==> config.mk <==
export PLATFORM = sky130hd
export DESIGN_NAME = vga_sync_gen
export DESIGN_NICKNAME = d
export VERILOG_FILES = /design/src/rtl/vga_sync_gen.sv
export SDC_FILE = /design/constraint.sdc
export NUM_CORES = 1
export LEC_CHECK = 0
export CAP_MARGIN = 0
export CORE_AREA = 2 2 59 61
export CTS_BUF_LIST = sky130_fd_sc_hd__clkbuf_16
export CTS_CLUSTER_DIAMETER = 80
export DETAILED_ROUTE_END_ITERATION = 12
export DIE_AREA = 0 0 61 63
export PLACE_DENSITY = 0.83
export SLEW_MARGIN = 25
export SYNTH_ARGS = -nofsm -noshare
export SYNTH_HDL_FRONTEND = slang
export SYNTH_SLANG_ARGS = --single-unit
export TNS_END_PERCENT = 10
==> constraint.sdc <==
create_clock -name clk -period 5.8 [get_ports clk]
set_input_delay 1.16 -clock clk [delete_from_list [all_inputs] [get_ports clk]]
set_output_delay 1.16 -clock clk [all_outputs]
set_load 0.02 [all_outputs]
==> src/rtl/vga_sync_gen.sv <==
`default_nettype none
// ============================================================================
//  Module   : vga_sync_gen
//  Brief    : VGA raster timing: pixel enable, coordinates, syncs, video-on,
//             line/frame strobes and a frame-locked blink signal.
//  Revision : 1.0
// ============================================================================
module vga_sync_gen #(
    parameter int CLK_DIV      = 4,
    parameter int H_VISIBLE    = 640,
    parameter int H_FP         = 16,
    parameter int H_SYNC       = 96,
    parameter int H_BP         = 48,
    parameter int V_VISIBLE    = 480,
    parameter int V_FP         = 10,
    parameter int V_SYNC       = 2,
    parameter int V_BP         = 33,
    parameter bit SYNC_POL     = 1'b0,
    parameter int BLINK_FRAMES = 30
) (
    input  logic       clk,
    input  logic       rst,
    output logic       o_pixel_tick,
    output logic [9:0] o_pixel_x,
    output logic [9:0] o_pixel_y,
    output logic       o_hsync,
    output logic       o_vsync,
    output logic       o_video_on,
    output logic       o_line_tick,
    output logic       o_frame_tick,
    output logic       o_blink
);

    localparam int c_H_TOTAL = H_VISIBLE + H_FP + H_SYNC + H_BP;
    localparam int c_V_TOTAL = V_VISIBLE + V_FP + V_SYNC + V_BP;
    localparam int c_DIV_W   = (CLK_DIV > 1) ? $clog2(CLK_DIV) : 1;
    localparam int c_FC_W    = (BLINK_FRAMES > 1) ? $clog2(BLINK_FRAMES + 1) : 1;

    localparam logic [c_DIV_W-1:0] c_DIV_MAX  = c_DIV_W'(CLK_DIV - 1);
    localparam logic [c_FC_W-1:0]  c_FC_MAX   = c_FC_W'(BLINK_FRAMES - 1);
    localparam logic [9:0]         c_H_MAX    = 10'(c_H_TOTAL - 1);
    localparam logic [9:0]         c_V_MAX    = 10'(c_V_TOTAL - 1);
    localparam logic [9:0]         c_H_VIS    = 10'(H_VISIBLE);
    localparam logic [9:0]         c_V_VIS    = 10'(V_VISIBLE);
    localparam logic [9:0]         c_HS_FIRST = 10'(H_VISIBLE + H_FP);
    localparam logic [9:0]         c_HS_LAST  = 10'(H_VISIBLE + H_FP + H_SYNC - 1);
    localparam logic [9:0]         c_VS_FIRST = 10'(V_VISIBLE + V_FP);
    localparam logic [9:0]         c_VS_LAST  = 10'(V_VISIBLE + V_FP + V_SYNC - 1);

    logic [c_DIV_W-1:0] r_div;
    logic [c_FC_W-1:0]  r_frame_cnt;
    logic [9:0]         r_x;
    logic [9:0]         r_y;
    logic               r_pixel_tick;
    logic               r_hsync;
    logic               r_vsync;
    logic               r_video_on;
    logic               r_line_tick;
    logic               r_frame_tick;
    logic               r_blink;

    logic [c_DIV_W-1:0] w_div_next;
    logic [c_FC_W-1:0]  w_frame_cnt_next;
    logic [9:0]         w_x_next;
    logic [9:0]         w_y_next;
    logic               w_tick;
    logic               w_line;
    logic               w_frame;
    logic               w_blink_next;
    logic               w_hs_active;
    logic               w_vs_active;
    logic               w_video_on;

    always_comb begin
        w_tick           = (r_div == c_DIV_MAX);
        w_div_next       = w_tick ? '0 : r_div + 1'b1;
        w_x_next         = r_x;
        w_y_next         = r_y;
        w_line           = w_tick && (r_x == c_H_MAX);
        w_frame          = w_line && (r_y == c_V_MAX);
        w_frame_cnt_next = r_frame_cnt;
        w_blink_next     = r_blink;

        if (w_tick) begin
            if (r_x == c_H_MAX) begin
                w_x_next = '0;
                w_y_next = (r_y == c_V_MAX) ? '0 : r_y + 10'd1;
            end else begin
                w_x_next = r_x + 10'd1;
            end
        end

        // The counter clears on the frame that would reach BLINK_FRAMES.
        if (w_frame) begin
            if (r_frame_cnt == c_FC_MAX) begin
                w_frame_cnt_next = '0;
                w_blink_next     = ~r_blink;
            end else begin
                w_frame_cnt_next = r_frame_cnt + 1'b1;
            end
        end

        // Decoded from next-state counters so they line up with pixel_x/y.
        w_hs_active = (w_x_next >= c_HS_FIRST) && (w_x_next <= c_HS_LAST);
        w_vs_active = (w_y_next >= c_VS_FIRST) && (w_y_next <= c_VS_LAST);
        w_video_on  = (w_x_next < c_H_VIS) && (w_y_next < c_V_VIS);
    end

    always_ff @(posedge clk or negedge rst) begin
        if (!rst) begin
            r_div        <= '0;
            r_pixel_tick <= 1'b0;
            r_x          <= c_H_MAX;
            r_y          <= c_V_MAX;
            r_hsync      <= ~SYNC_POL;
            r_vsync      <= ~SYNC_POL;
            r_video_on   <= 1'b0;
            r_line_tick  <= 1'b0;
            r_frame_tick <= 1'b0;
            r_frame_cnt  <= '0;
            r_blink      <= 1'b0;
        end else begin
            r_div        <= w_div_next;
            r_pixel_tick <= w_tick;
            r_x          <= w_x_next;
            r_y          <= w_y_next;
            r_hsync      <= w_hs_active ? SYNC_POL : ~SYNC_POL;
            r_vsync      <= w_vs_active ? SYNC_POL : ~SYNC_POL;
            r_video_on   <= w_video_on;
            r_line_tick  <= w_line;
            r_frame_tick <= w_frame;
            r_frame_cnt  <= w_frame_cnt_next;
            r_blink      <= w_blink_next;
        end
    end

    assign o_pixel_tick = r_pixel_tick;
    assign o_pixel_x    = r_x;
    assign o_pixel_y    = r_y;
    assign o_hsync      = r_hsync;
    assign o_vsync      = r_vsync;
    assign o_video_on   = r_video_on;
    assign o_line_tick  = r_line_tick;
    assign o_frame_tick = r_frame_tick;
    assign o_blink      = r_blink;

endmodule
`default_nettype wire

==> metrics.txt, run 1 <==
Synth Cell Area=1750 µm²; Die Area=3840 µm²; number of synthesized flops with an enable pin=0; Post-synth top cells=22 x dfrtp_1, 19 x nand2_1, 12 x dfstp_2, 12 x nor2_1, 11 x o21ai_0; share of post-route cells with drive strength above 1=15.3%; area added between synthesis and finish=26.0%; dominant cell by count in the synthesized netlist=dfrtp_1; CTS tree=built; slowest CP cell=clkdlybuf4s50_1; 1st-iter DRT viols=64; post-DP HPWL=2540 µm; Net Switching=0.0910 mW; Post-synth ARST share=100%; Die X=61 µm; crit-path cells=clkdlybuf4s50_1; post-route setup slack=3.11 ns; Primary FF master, synth=dfrtp_1; Pleak=0.933 nW; final core area utilization=68.1%; Buf/Inv on CP=1; VDD IR-drop max=0.000215 V; post-place instance area=2070 µm²; Post-Synthesis Cells=169; Final Max Slew Viols=0; Critical Path RT=4.64 ns; largest net degree at the start of global routing=35; post-cts gate resize count=0; clock skew=0.00246 ns; Synth area leaders=dfrtp_1 31%, dfstp_2 18%, ha_1 4.3%, nand2_1 4.1%, xnor2_1 3.5%; final hold vios=0; CTS sink cnt=34; sequential share of power=49.2%; wire per inst=14.2 µm; Worst path max stage delay=0.63 ns; GRT overflow=0; Setup TNS=0 ns; status=completed; CP Capture Type=output port; RSZ-0062 raised after global routing=no; n_diodes=0; clk slew on worst S/H paths=0.05 ns; Detail Route Antenna Nets=0; Power, Total=0.484 mW; Core Footprint=3230 µm²; Clk Latency, worst-skew pair=0.27 ns; CTS Buffer Depth=2; antenna violations before repair=0; CP max FO=10; Final Cycle Share=46.3%; first-pass GRT wire length=6350 µm; Yosys reg bits=34; number of max-cap violations=0; CP startpoint kind=register; Clock power frac=49.7%; maximum clock rate=372 MHz; number of setup violations in the final report=0; GRT Util Overall=22.2%; post-CTS setup buffers=0; critical path type=reg2out; drt drc=0; non-filler instance count after layout=249; switching portion of total power=18.8%; dpl cells=241; Root Buffer=clkbuf_16; vias in the first global route=1,454; worst endpoint data arrival time=1.53 ns; Mapped Nets=177; fin area=2200 µm²; worst hold path type=reg2reg; nets@finish=210; Synth top area share=31.5%; Ys Warns=0; mean post-synth cell area=10.3 µm²; TritonCTS buffer count=5; RD Place Congestion=0.879; Post-CTS Hold Buffers=0; starting density of the core=54.1%; synth unique cells=42; Ports=29; final worst path period need=2.69 ns; DR vias/cell=5.55; Die Ht=63 µm; PD cells=220 nW/µm²; CTS H-tree lvls=2; via count=1,382; Pre-Repair DR Iteration Count=4; IO Port Bufs=28; Rel. slew slack=70.5%; worst slack, placed=3.42 ns; Gate power share=1.1%; CP delay by family, top=buffers and inverters; Routed WL=3540 µm; row cnt=21; post-synthesis sequential area ratio=49.5%; leading area contributor after synthesis=dfrtp_1; Worst Tran Pin Value=0.439 ns; hold_ws=0.418 ns; internal power=0.393 mW
## sequential cells by signal (all words and copies together) (netlist names)
signal        cells
o_pixel_x        10
o_pixel_y        10
r_frame_cnt       5
r_div             2
o_blink           1
o_frame_tick      1
o_hsync           1
o_line_tick       1
o_pixel_tick      1
o_video_on        1
o_vsync           1
## layout make-up
| class | instances | area (µm²) |
|---|---|---|
| multi-input cells | 122 | 812 |
| clock buffers | 5 | 125 |
| inverters | 10 | 42.5 |
| flip-flops and latches | 34 | 866 |
| clock inverters | 3 | 11.3 |
| well taps | 46 | 57.6 |
| repair buffers | 29 | 288 |
| fillers | 253 | 1030 |
## routing by layer
layer	up-vias	wire length [µm]	global-route usage [%]
met3	8	200	6.21
met4	0	68	10.3
li1	657	-	-
met5	-	0	0
met2	56	1760	33.9
met1	661	1510	28.6
## cells in the final DEF, fill, tap and decap left out, types with 2 or more instances in the layout
master	instances
clkdlybuf4s50_1	28
dfrtp_1	22
nand2_1	19
nor2_1	12
dfstp_2	12
inv_1	11
o21ai_0	11
nand3_1	10
xnor2_1	7
nor3_1	7
xor2_1	7
ha_1	6
clkbuf_16	5
and3_1	4
a21oi_1	4
o31ai_1	3
nand4_1	3
nand4b_1	2
or3_2	2
nand3b_1	2
o22ai_1	2
nor4_1	2
or3_1	2
## power groups by stage
| stage | Combinational (mW) | Sequential, mW | Clock [mW] |
|---|---|---|---|
| after floorplan | 0.000000345 | 0.242 | 0 |
| after detailed placement | 0.00581 | 0.242 | 0 |
| final | 0.00542 | 0.238 | 0.240 |
| after global placement | 0.00560 | 0.242 | 0 |
| after CTS | 0.00582 | 0.238 | 0.248 |
| after global routing | 0.00645 | 0.238 | 0.261 |
## cells by family after synthesis
kind of cell	share of synthesized area (%)
fa+ha+maj	4.29
flops	49.5
compound gates	9.66
xor+xnor	7.02
buf+inv	4.01
simple gates	24.9
mux	0.573
## path summary, 6_finish.rpt
check | from | to | slack, ns | cells after the start
worst min register to register | r_div[0]$_DFF_PN0_ | r_div[0]$_DFF_PN0_ | 0.42 | 1
worst max register to register | o_pixel_x[0]$_DFF_PN1_ | o_video_on$_DFF_PN0_ | 3.50 | 8
min in group asynchronous | rst | o_pixel_x[7]$_DFF_PN0_ | 1.29 | 2
worst max-delay path | o_pixel_y[3]$_DFF_PN1_ | o_pixel_y[3] | 3.11 | 1
max in group asynchronous | rst | o_pixel_y[9]$_DFF_PN1_ | 4.18 | 2
worst min-delay path | r_div[0]$_DFF_PN0_ | r_div[0]$_DFF_PN0_ | 0.42 | 1
Note: power is estimated with default switching activity, not from simulation.
==> run 2: changes to the inputs <==
--- a/config.mk
+++ b/config.mk
@@ -6,12 +6,12 @@
 export NUM_CORES = 1
 export LEC_CHECK = 0
 export CAP_MARGIN = 0
-export CORE_AREA = 2 2 59 61
+export CORE_AREA = 2 2 61 63
 export CTS_BUF_LIST = sky130_fd_sc_hd__clkbuf_16
 export CTS_CLUSTER_DIAMETER = 80
 export DETAILED_ROUTE_END_ITERATION = 12
-export DIE_AREA = 0 0 61 63
-export PLACE_DENSITY = 0.83
+export DIE_AREA = 0 0 63 65
+export PLACE_DENSITY = 0.78
 export SLEW_MARGIN = 25
 export SYNTH_ARGS = -nofsm -noshare
 export SYNTH_HDL_FRONTEND = slang
==> constraint.sdc (replaced) <==
create_clock -name clk -period 2.6 [get_ports clk]
set_input_delay 0.52 -clock clk [delete_from_list [all_inputs] [get_ports clk]]
set_output_delay 0.52 -clock clk [all_outputs]
set_load 0.02 [all_outputs]
==> metrics.txt, run 2 (synthesis results as in run 1) <==
GRT overflow=0 (unchanged); 1st-iter DRT viols=89 (+39%); most common cell after layout, fill and taps aside=clkdlybuf4s50_1; CP max FO=17 (+7); first-pass GRT wire length=6130 µm (-3.5%); worst endpoint data arrival time=2.41 ns (+0.88 ns); Final Max Slew Viols=0 (unchanged); GRT Util Overall=19.5% (-2.6 points); non-filler instance count after layout=251 (+0.80%); RSZ-0062 raised after global routing=no; M1 GR Usage=22.5% (-6.0 points); nets@finish=210 (unchanged); Rel. slew slack=71.1% (+0.55 points); VDD IR-drop max=0.000441 V (+100%); final worst path period need=2.24 ns; Worst Tran Pin Value=0.430 ns (-0.00824 ns); via count=1,405 (+1.7%); CTS H-tree lvls=2 (unchanged); IO Port Bufs=28 (unchanged); M3 GR Usage=4.17% (-2.0 points); reg2reg setup slack=0.36 ns (-3.14 ns); dpl cells=243 (+0.83%); clock skew=0.00683 ns (+0.00437 ns); TritonCTS buffer count=5 (unchanged); sequential share of power=44.8% (-4.4 points); critical path type=reg2reg; largest net degree at the start of global routing=35 (unchanged); CP startpoint kind=register; Clk Latency, worst-skew pair=0.27 ns (about the same); Die Ht=65 µm (+3.2%); Critical Path RT=2.77 ns (-1.87 ns); CTS Buffer Depth=2 (unchanged); worst hold path type=reg2reg; starting density of the core=50.0% (-4.1 points); area added between synthesis and finish=27.6%; n_diodes=0 (unchanged); CTS tree=built; Hold Crit Start=r_div[0]$_DFF_PN0_; maximum clock rate=446 MHz; Detail Route Antenna Nets=0 (unchanged); Final Cycle Share=86.3%; post-CTS setup buffers=0 (unchanged); internal power=0.977 mW (+150%); Critical Path Source=o_pixel_x[0]$_DFF_PN1_; row cnt=22 (+4.8%); post-cts gate resize count=0 (unchanged); Reg2Reg Depth=8 (unchanged); Die Area=4100 µm² (+6.6%); Gate power share=1.0% (about the same); Net Switching=0.208 mW (+130%); RR Startpoint=o_pixel_x[0]$_DFF_PN1_; Routed WL=3580 µm (+1.2%); post-DP HPWL=2620 µm (+3.1%); Die X=63 µm (+3.3%); Core Footprint=3500 µm² (+8.2%); Clock power frac=54.2% (+4.5 points); DR vias/cell=5.60 (+0.85%); RD Place Congestion=0.826 (-6.0%); Pre-Repair DR Iteration Count=4 (unchanged); Hold Path Depth=1 (unchanged); antenna violations before repair=0 (unchanged); met2 usage=35.2% (+1.4 points); CP Capture Type=register; PD cells=531 nW/µm² (+140%); most frequent cells in the layout=28 x clkdlybuf4s50_1, 22 x dfrtp_1, 19 x nand2_1; clk slew on worst S/H paths=0.05 ns (about the same); number of setup violations in the final report=0 (unchanged); Setup TNS=0 ns (unchanged); switching portion of total power=17.5% (-1.3 points); GR peak layer=met2; Post-CTS Hold Buffers=0 (unchanged); share of post-route cells with drive strength above 1=15.8% (+0.49 points); Root Buffer=clkbuf_16; vias in the first global route=1,336 (-8.1%); status=completed; CTS sink cnt=34 (unchanged); final hold vios=0 (unchanged); Ports=29 (unchanged); Pleak=0.942 nW (+0.94%); number of max-cap violations=0 (unchanged); wire per inst=14.3 µm (+0.35%); drt drc=0 (unchanged)
-- run 2: changes by cell type in the layout (fill, tap and decap cells not counted) --
cell | previous run | this run
bufinv_16 | 0 | 1
inv_1 | 11 | 10
-- run 2: worst paths after layout --
| check | end |
|---|---|
| hold / removal | r_div[0]$_DFF_PN0_ |
| setup reg to reg | o_video_on$_DFF_PN0_ |
| hold reg to reg | r_div[0]$_DFF_PN0_ |
| setup / recovery | o_video_on$_DFF_PN0_ |
| max in group asynchronous | o_pixel_y[2]$_DFF_PN1_ |
| min in group asynchronous | o_pixel_x[6]$_DFF_PN0_ |
-- run 2: through the flow --
step	cell area, µm²	utilization, %	hold WS (ns)	setup slack [ns]	total power, mW
after floorplan	1750	-	0.224	0.567	0.539
after global placement	2070	59.2	0.412	0.474	0.551
after detailed placement	2070	59.2	0.417	0.390	0.552
after CTS	2230	63.8	0.423	0.378	1.20
after global routing	2230	63.8	0.446	0.174	1.22
final	2230	63.8	0.420	0.356	1.19
-- run 2: layout make-up --
| type | instances | area [µm²] |
|---|---|---|
| fillers | 280 | 1260 |
| repair buffers | 29 | 288 |
| clock inverters | 3 | 37.5 |
| flip-flops and latches | 34 | 866 |
| multi-input cells | 122 | 812 |
| well taps | 48 | 60.1 |
| inverters | 10 | 42.5 |
| clock buffers | 5 | 125 |
-- run 2: power groups by stage --
stage / clock [mW] / combinational, mW / sequential, mW
4_1_cts: 0.653 / 0.0130 / 0.531
6_report: 0.642 / 0.0120 / 0.531
3_3_place_gp: 0 / 0.0123 / 0.539
5_1_grt: 0.675 / 0.0146 / 0.530
2_1_floorplan: 0 / 0.000000345 / 0.539
3_5_place_dp: 0 / 0.0128 / 0.539
-- run 2: worst max-delay path: stages (launching register included) --
cell       delay [ns]
dfstp_2          0.57
ha_1             0.17
and2_1           0.18
nand4_4          0.18
inv_2            0.28
nand3_1          0.15
xnor2_1          0.16
and3_1           0.19
a2111oi_4        0.26
-- run 2: metal layers --
metal | share of wire, % | vias up
met3 | 5.8 | 4
met4 | 1.0 | 0
met1 | 39 | 682
met5 | 0 | -
met2 | 54 | 54
li1 | - | 665
